## config.mk

```make
export PLATFORM = sky130hd
export DESIGN_NAME = not_a_dino_game_ctrl_flat
export DESIGN_NICKNAME = d
export VERILOG_FILES = /design/src/rtl/not_a_dino_game_ctrl_pkg.sv /design/src/rtl/not_a_dino_game_ctrl_if.sv /design/src/rtl/bcd_digit.sv /design/src/rtl/not_a_dino_game_ctrl.sv /design/src/flat_wrapper.sv
export SDC_FILE = /design/constraint.sdc
export NUM_CORES = 1
export LEC_CHECK = 0
export BUFFER_PORTS_ARGS = -buffer_cell sky130_fd_sc_hd__buf_2
export CAP_MARGIN = 15
export CORE_MARGIN = 2
export CORE_UTILIZATION = 28
export DETAILED_ROUTE_END_ITERATION = 12
export HOLD_SLACK_MARGIN = 0.03
export MAX_ROUTING_LAYER = met4
export PLACE_DENSITY = 0.45
export SETUP_SLACK_MARGIN = 0.3
export SLEW_MARGIN = 20
export SYNTH_ARGS = -nofsm -noshare
export SYNTH_HDL_FRONTEND = slang
export SYNTH_HIERARCHICAL = 1
export SYNTH_SLANG_ARGS = --single-unit
```

## constraint.sdc

```tcl
create_clock -name clk -period 2.65 [get_ports clk]
set_clock_uncertainty 0.05 [all_clocks]
set_input_delay 0.1325 -clock clk [delete_from_list [all_inputs] [get_ports clk]]
set_output_delay 0.1325 -clock clk [all_outputs]
set_load 0.01 [all_outputs]
```

## src/rtl/not_a_dino_game_ctrl_pkg.sv

```systemverilog
// Shared encodings and widths for the dinosaur-runner game controller.
// Latency: n/a (types and constants only).
// Backpressure: n/a.
package not_a_dino_pkg;

  localparam int DIGIT_W  = 4;
  localparam int SCORE_W  = 16;
  localparam int N_DIGITS = SCORE_W / DIGIT_W;

  typedef enum logic [1:0] {
    ST_IDLE = 2'd0,
    ST_RUN  = 2'd1,
    ST_HIT  = 2'd2,
    ST_OVER = 2'd3
  } game_state_t;

endpackage

```

## src/rtl/not_a_dino_game_ctrl_if.sv

```systemverilog
// Bundle between sync generator / renderer / button and the game controller.
// Latency: n/a (wires only).
// Backpressure: none; all signals are level or single-cycle pulses.
// master: drives frame_start, pix_valid, dino_px, obst_px, btn; sees game outputs.
// slave : the controller; drives state, run_en, jump_req, flash, score, hi_score.
interface not_a_dino_game_ctrl_if;
  import not_a_dino_pkg::*;

  logic               frame_start;
  logic               pix_valid;
  logic               dino_px;
  logic               obst_px;
  logic               btn;
  logic [1:0]         state;
  logic               run_en;
  logic               jump_req;
  logic               flash;
  logic [SCORE_W-1:0] score;
  logic [SCORE_W-1:0] hi_score;

  modport master (
    output frame_start, pix_valid, dino_px, obst_px, btn,
    input  state, run_en, jump_req, flash, score, hi_score
  );

  modport slave (
    input  frame_start, pix_valid, dino_px, obst_px, btn,
    output state, run_en, jump_req, flash, score, hi_score
  );
endinterface

```

## src/rtl/bcd_digit.sv

```systemverilog
// One decimal score digit; counts 0..9 and wraps on inc.
// Latency: q updates one cycle after inc/clr.
// Backpressure: none. Ports: clk, rst_n, inc, clr -> q[3:0], carry.
module bcd_digit
  import not_a_dino_pkg::*;
(
  input  logic               clk,
  input  logic               rst_n,
  input  logic               inc,
  input  logic               clr,
  output logic [DIGIT_W-1:0] q,
  output logic               carry
);

  // carry flags a digit sitting at 9: an increment here ripples upward.
  // Keeping it independent of inc lets the top detect 9999 without a loop.
  assign carry = (q == 4'd9);

  always_ff @(posedge clk) begin
    if (!rst_n || clr) begin
      q <= '0;
    end else if (inc) begin
      q <= carry ? 4'd0 : q + 4'd1;
    end
  end

endmodule

```

## src/rtl/not_a_dino_game_ctrl.sv

```systemverilog
// Game controller: button sync, per-frame collision latch, IDLE/RUN/HIT/OVER FSM, BCD score.
// Latency: outputs are registered; state changes one cycle after the triggering event.
// Backpressure: none. Ports: clk, rst_n (sync, active-low), bus (slave modport of the game bundle).
module not_a_dino_game_ctrl
  import not_a_dino_pkg::*;
#(
  parameter int FRAMES_PER_POINT = 8,
  parameter int HIT_FRAMES       = 60
) (
  input  logic                  clk,
  input  logic                  rst_n,
  not_a_dino_game_ctrl_if.slave bus
);

  localparam logic [7:0] FDIV_LAST = 8'(FRAMES_PER_POINT - 1);
  localparam logic [7:0] HIT_LAST  = 8'(HIT_FRAMES - 1);

  // ---------------- button synchronizer and edge detect ----------------
  logic       btn_s1, btn_s2, btn_s3;
  logic [1:0] sync_vld;
  logic       btn_armed;
  logic       btn_rise;

  // btn_armed only sets once a real (post-reset) low has been seen, so a
  // button held through reset cannot masquerade as a fresh press.
  always_ff @(posedge clk) begin
    if (!rst_n) begin
      btn_s1    <= 1'b0;
      btn_s2    <= 1'b0;
      btn_s3    <= 1'b0;
      sync_vld  <= 2'b00;
      btn_armed <= 1'b0;
    end else begin
      btn_s1    <= bus.btn;
      btn_s2    <= btn_s1;
      btn_s3    <= btn_s2;
      sync_vld  <= {sync_vld[0], 1'b1};
      btn_armed <= btn_armed | (sync_vld[1] & ~btn_s2);
    end
  end

  assign btn_rise = btn_armed & btn_s2 & ~btn_s3;

  // ---------------- collision accumulator ----------------
  logic coll_acc;
  logic pix_hit;

  assign pix_hit = bus.pix_valid & bus.dino_px & bus.obst_px;

  // The FSM reads coll_acc on frame_start before it restarts; an overlap on
  // that same cycle seeds the new frame.
  always_ff @(posedge clk) begin
    if (!rst_n)               coll_acc <= 1'b0;
    else if (bus.frame_start) coll_acc <= pix_hit;
    else                      coll_acc <= coll_acc | pix_hit;
  end

  // ---------------- FSM ----------------
  game_state_t        state;
  logic               run_en, jump_req, flash;
  logic [7:0]         frame_div, hit_cnt, hit_nxt;
  logic [SCORE_W-1:0] hi_score;
  logic [SCORE_W-1:0] score;
  logic               score_inc, score_clr, score_sat;

  assign hit_nxt = hit_cnt + 8'd1;

  always_ff @(posedge clk) begin
    if (!rst_n) begin
      state     <= ST_IDLE;
      run_en    <= 1'b0;
      jump_req  <= 1'b0;
      flash     <= 1'b0;
      frame_div <= '0;
      hit_cnt   <= '0;
      hi_score  <= '0;
    end else begin
      jump_req <= 1'b0;
      case (state)
        ST_IDLE: begin
          if (btn_rise) begin
            state     <= ST_RUN;
            run_en    <= 1'b1;
            frame_div <= '0;
          end
        end
        ST_RUN: begin
          if (bus.frame_start && coll_acc) begin
            // Collision wins over any simultaneous jump press.
            state   <= ST_HIT;
            run_en  <= 1'b0;
            hit_cnt <= '0;
            flash   <= 1'b0;
          end else begin
            jump_req <= btn_rise;
            if (bus.frame_start)
              frame_div <= (frame_div == FDIV_LAST) ? 8'd0 : frame_div + 8'd1;
          end
        end
        ST_HIT: begin
          if (bus.frame_start) begin
            if (hit_cnt == HIT_LAST) begin
              state <= ST_OVER;
              flash <= 1'b0;
              // Packed BCD orders the same as binary, so a plain compare works.
              if (score > hi_score) hi_score <= score;
            end else begin
              hit_cnt <= hit_nxt;
              flash   <= hit_nxt[2];
            end
          end
        end
        ST_OVER: begin
          if (btn_rise) state <= ST_IDLE;
        end
        default: state <= ST_IDLE;
      endcase
    end
  end

  // ---------------- BCD score chain ----------------
  logic [N_DIGITS-1:0] dig_inc, dig_nine;

  assign score_sat = &dig_nine;
  assign score_clr = (state == ST_IDLE) & btn_rise;
  assign score_inc = (state == ST_RUN) & bus.frame_start & ~coll_acc &
                     (frame_div == FDIV_LAST) & ~score_sat;

  always_comb begin
    dig_inc    = '0;
    dig_inc[0] = score_inc;
    for (int i = 1; i < N_DIGITS; i++) dig_inc[i] = dig_inc[i-1] & dig_nine[i-1];
  end

  for (genvar g = 0; g < N_DIGITS; g++) begin : g_digit
    bcd_digit u_digit (
      .clk   (clk),
      .rst_n (rst_n),
      .inc   (dig_inc[g]),
      .clr   (score_clr),
      .q     (score[g*DIGIT_W +: DIGIT_W]),
      .carry (dig_nine[g])
    );
  end

  assign bus.state    = state;
  assign bus.run_en   = run_en;
  assign bus.jump_req = jump_req;
  assign bus.flash    = flash;
  assign bus.score    = score;
  assign bus.hi_score = hi_score;

endmodule

```

## src/flat_wrapper.sv

```systemverilog
// flat-port wrapper written by rule: the top's interface ports become plain ports
module not_a_dino_game_ctrl_flat import not_a_dino_pkg::*;
#(
  parameter int FRAMES_PER_POINT = 8,
  parameter int HIT_FRAMES       = 60
)
  (clk, rst_n, bus_frame_start, bus_pix_valid, bus_dino_px, bus_obst_px, bus_btn, bus_state, bus_run_en, bus_jump_req, bus_flash, bus_score, bus_hi_score);
  not_a_dino_game_ctrl_if bus_i ();
  input  logic clk;
  input  logic rst_n;
  input wire logic [$bits(bus_i.frame_start)-1:0] bus_frame_start;
  input wire logic [$bits(bus_i.pix_valid)-1:0] bus_pix_valid;
  input wire logic [$bits(bus_i.dino_px)-1:0] bus_dino_px;
  input wire logic [$bits(bus_i.obst_px)-1:0] bus_obst_px;
  input wire logic [$bits(bus_i.btn)-1:0] bus_btn;
  output wire logic [$bits(bus_i.state)-1:0] bus_state;
  output wire logic [$bits(bus_i.run_en)-1:0] bus_run_en;
  output wire logic [$bits(bus_i.jump_req)-1:0] bus_jump_req;
  output wire logic [$bits(bus_i.flash)-1:0] bus_flash;
  output wire logic [$bits(bus_i.score)-1:0] bus_score;
  output wire logic [$bits(bus_i.hi_score)-1:0] bus_hi_score;
  assign bus_i.frame_start = bus_frame_start;
  assign bus_i.pix_valid = bus_pix_valid;
  assign bus_i.dino_px = bus_dino_px;
  assign bus_i.obst_px = bus_obst_px;
  assign bus_i.btn = bus_btn;
  assign bus_state = bus_i.state;
  assign bus_run_en = bus_i.run_en;
  assign bus_jump_req = bus_i.jump_req;
  assign bus_flash = bus_i.flash;
  assign bus_score = bus_i.score;
  assign bus_hi_score = bus_i.hi_score;
  not_a_dino_game_ctrl #(.FRAMES_PER_POINT(FRAMES_PER_POINT), .HIT_FRAMES(HIT_FRAMES)) u_core (.clk(clk), .rst_n(rst_n), .bus(bus_i));
endmodule
```

==> metrics.txt <==
status=finished clean; Worst Setup SP=u_core/bus.hi_score[15]; vias in the first global route=2464; RR Startpoint=u_core/bus.hi_score[15]; global-route wire length before repair=about 12000 um; period utilization=0.844; Power, Total=between 2 and 2.5 mW; final setup TNS=0 ns; worst stage delay on the critical path=between 0.3 and 0.4 ns; CTS buffer count=9; pwr/cell area=about 630 nW/um2; antenna violations before repair=0; area leader, netlist=dfxtp_1; Sequential Power Share=0.391; Vias per Instance=roughly 4.7; number of clock sinks=60; crit path kind=register to register; Max Root-Sink Buffers=2; Fill cells=about 1200; number of port buffers=43; Power Internal=around 1.8 mW; nets@finish=452; largest net degree at the start of global routing=25; ratio of cells with drive above 1 in the final layout=0.224; Top FF cell, synth=dfxtp_1; via count=between 2000 and 3000; Overflow after GRT=0; multi-input logic area=~1800 um2; Yosys cell types=48; Worst Path Required=2.81 ns; Detail Route Antenna Nets=0; cell row count=38; Finish-stage setup viols=0; CP Cell Sequence=inv_1 -> ha_1 -> and4_1 -> nand2_1 -> a211oi_1 -> a2111oi_1 -> a211o_1 -> buf_4 -> mux2i_1; Post-synth EDFFs=0; sw power=slightly above 0.6 mW; clk root buf=clkbuf_16; crit end category=register; Initial DRC Count=a little under 100; Gate power share=0.133; Skew-Pair Late Insertion Delay=between 0.3 and 0.4 ns; Core ar.=10900 um2; Die H=110 um; postcts setup bufs=0; ys async rst share=0; Syn-to-layout area delta=22.9%; Net Sw Frac=0.248; worst slew pin tran=between 0.5 and 0.6 ns; top cells by area, synth=dfxtp_1, ha_1, nand2_1, mux2i_1, nor2_1; Final Critical Period=about 2.2 ns; die area=about 12000 um2; Slew HR=0.624; syn avg cell area=between 8 and 9 um2; Max Cap Viol=0; I/O Pins=44; Hold WC Path Type=input pin to register; worst-case vdd ir drop=around 0.00023 V; Crit Path Max Fanout=8; Clock Power Share=0.475; worst hold start=bus_pix_valid; GR Util All Layers=0.128; wire per inst=about 13 um; Final Hold Viols=0; Pre-Repair DR Iteration Count=4; routed wire length=7220 um; Yosys reg bits=60; CTS tree=done; sequential area share after synthesis=0.379; final antenna diode count=0; htree depth=3; nature of the critical path startpoint=register; chip width=approximately 110 um; YS warnings=6; Mapped Cells=roughly 370; Pleak=between 1.5 and 2 nW; clk slew on worst S/H paths=approximately 0.050 ns; Slowest cell on crit path=dfxtp_1; cell area after synthesis=3170 um2; Initial Utilization=0.290; Register Area=~1200 um2; Residual DRC=0; gpl congestion=0.766; DP Wirelength=~5200 um; RSZ-0062 raised after global routing=yes; Data arrival, critical path=about 2.4 ns; share of the synthesized area in the top cell type=0.379; max-slew violations=0; Fmax=~0.45 GHz; post-synth net total=about 400
[area by class of cell]
| cell class | instances | share of cell area |
|---|---|---|
| Tap cell | 140 | 0.0450 |
| Sequential cell | 60 | 0.311 |
| Multi-Input combinational cell | 275 | 0.470 |
| Clock inverter | 2 | 0.00900 |
| Timing Repair Buffer | 54 | 0.0778 |
| Inverter | 22 | 0.0212 |
| Clock buffer | 12 | 0.0659 |
[per-stage QoR]
stage,hold WS [ns],setup slack [ns],cell area (um2),cells,utilization
final,0.0367,0.412,3890,565,0.356
after CTS,0.0342,0.302,3880,565,0.355
after detailed placement,0.302,0.294,3570,549,0.326
after global placement,0.291,0.343,3570,549,0.326
after global routing,0.0551,0.204,3890,565,0.356
after floorplan,0.110,0.353,3170,367,-
[worst paths after layout]
| check | endpoint | slack (ns) | cells past startpoint |
|---|---|---|---|
| setup reg to reg | u_core/bus.hi_score[3] | 0.41 | 9 |
| setup / recovery | u_core/bus.hi_score[3] | 0.41 | 9 |
| hold / removal | u_core/coll_acc | 0.04 | 3 |
| hold reg to reg | u_core/btn_s2 | 0.38 | 1 |
[cells in the mapped netlist, types with 2 or more instances]
library cell / instances
nand2_1: 59
nand2b_1: 7
nor2b_1: 11
a21oi_2: 4
nor2_1: 30
or3_1: 5
and3b_2: 4
a21oi_1: 13
mux2_2: 2
ha_1: 23
a21boi_0: 3
o21ai_0: 13
and2_1: 8
nand3_1: 12
nand4_1: 9
and3_1: 3
xnor2_1: 8
and4_1: 2
and4b_2: 4
xor2_1: 10
dfxtp_1: 60
nor3_1: 3
mux2i_1: 18
inv_1: 22
nor2b_2: 4
nand3b_1: 2
clkbuf_1: 6
o211ai_1: 2
[routing by layer]
metal	vias up	routed length [um]	GRT usage	part of all wire
met5	-	0	-	0
met2	37	3070	0.187	0.43
met1	1219	3750	0.175	0.52
met3	10	253	0.0229	0.035
met4	0	136	0.0536	0.019
li1	1369	-	-	-
[power by group through the flow]
stage	combinational (mW)	clock [mW]	sequential, mW
3_3_place_gp	0.322	0	0.972
2_1_floorplan	0.229	0	0.975
5_1_grt	0.367	1.23	0.958
3_5_place_dp	0.324	0	0.973
4_1_cts	0.327	1.19	0.955
6_report	0.325	1.16	0.955
[worst max-delay path: cells and delay by family, from the launching register on]
| family | cells | cell delay, ns |
|---|---|---|
| AOI/OAI and AO/OA | 3 | 0.71 |
| muxes | 1 | 0.13 |
| buffers and inverters | 2 | 0.26 |
| and+or+nand+nor | 2 | 0.31 |
| DFF | 1 | 0.36 |
| adders and majority gates | 1 | 0.30 |
[what timing repair did]
item | 4_1_cts | 5_1_grt
hold buffers | 2 | 0
hold endpoints to repair | 2 | 0
pin swaps | 0 | 1
gates resized for setup | 1 | 9
endpoints found under the setup margin | 2 | 17
[cells by family (layout without fill, tap and decap cells)]
group / after synthesis / count (layout) / share of synthesized area
and+or+nand+nor: 165 / 165 / 0.269
DFF: 60 / 60 / 0.379
AOI/OAI and AO/OA: 49 / 49 / 0.102
buffers and inverters: 32 / 90 / 0.0446
adders and majority gates: 23 / 23 / 0.0908
muxes: 20 / 20 / 0.0640
xor gates and xnor gates: 18 / 18 / 0.0498
[sequential cells by signal, indices dropped and copies added, names as in the netlist]
signal,cells
u_core/btn_s2,1
u_core/btn_s1,1
u_core/coll_acc,1
u_core/bus.state,2
u_core/bus.flash,1
u_core/btn_s3,1
u_core/bus.jump_req,1
u_core/bus.run_en,1
u_core/sync_vld,2
u_core/frame_div,8
u_core/hit_cnt,8
u_core/btn_armed,1
u_core/g_digit.u_digit/q,16
u_core/bus.hi_score,16
[cell usage in the layout, fill, tap and decap left out, drive strengths merged, types with 2 or more instances in the layout]
cell type / instances
nor2b: 15
o211ai: 2
a21oi: 17
dlygate4sd3: 2
or3: 5
buf: 52
inv: 22
nor2: 30
mux2: 2
nand4: 9
and3b: 4
nand2: 59
ha: 23
and3: 3
nor3: 3
dfxtp: 60
a21boi: 3
and2: 8
and4: 2
xnor2: 8
nand3: 12
a22oi: 2
nand2b: 7
nand3b: 2
o21ai: 13
clkbuf: 12
and4b: 5
mux2i: 18
xor2: 10
Note: power is estimated with default switching activity, not from simulation.
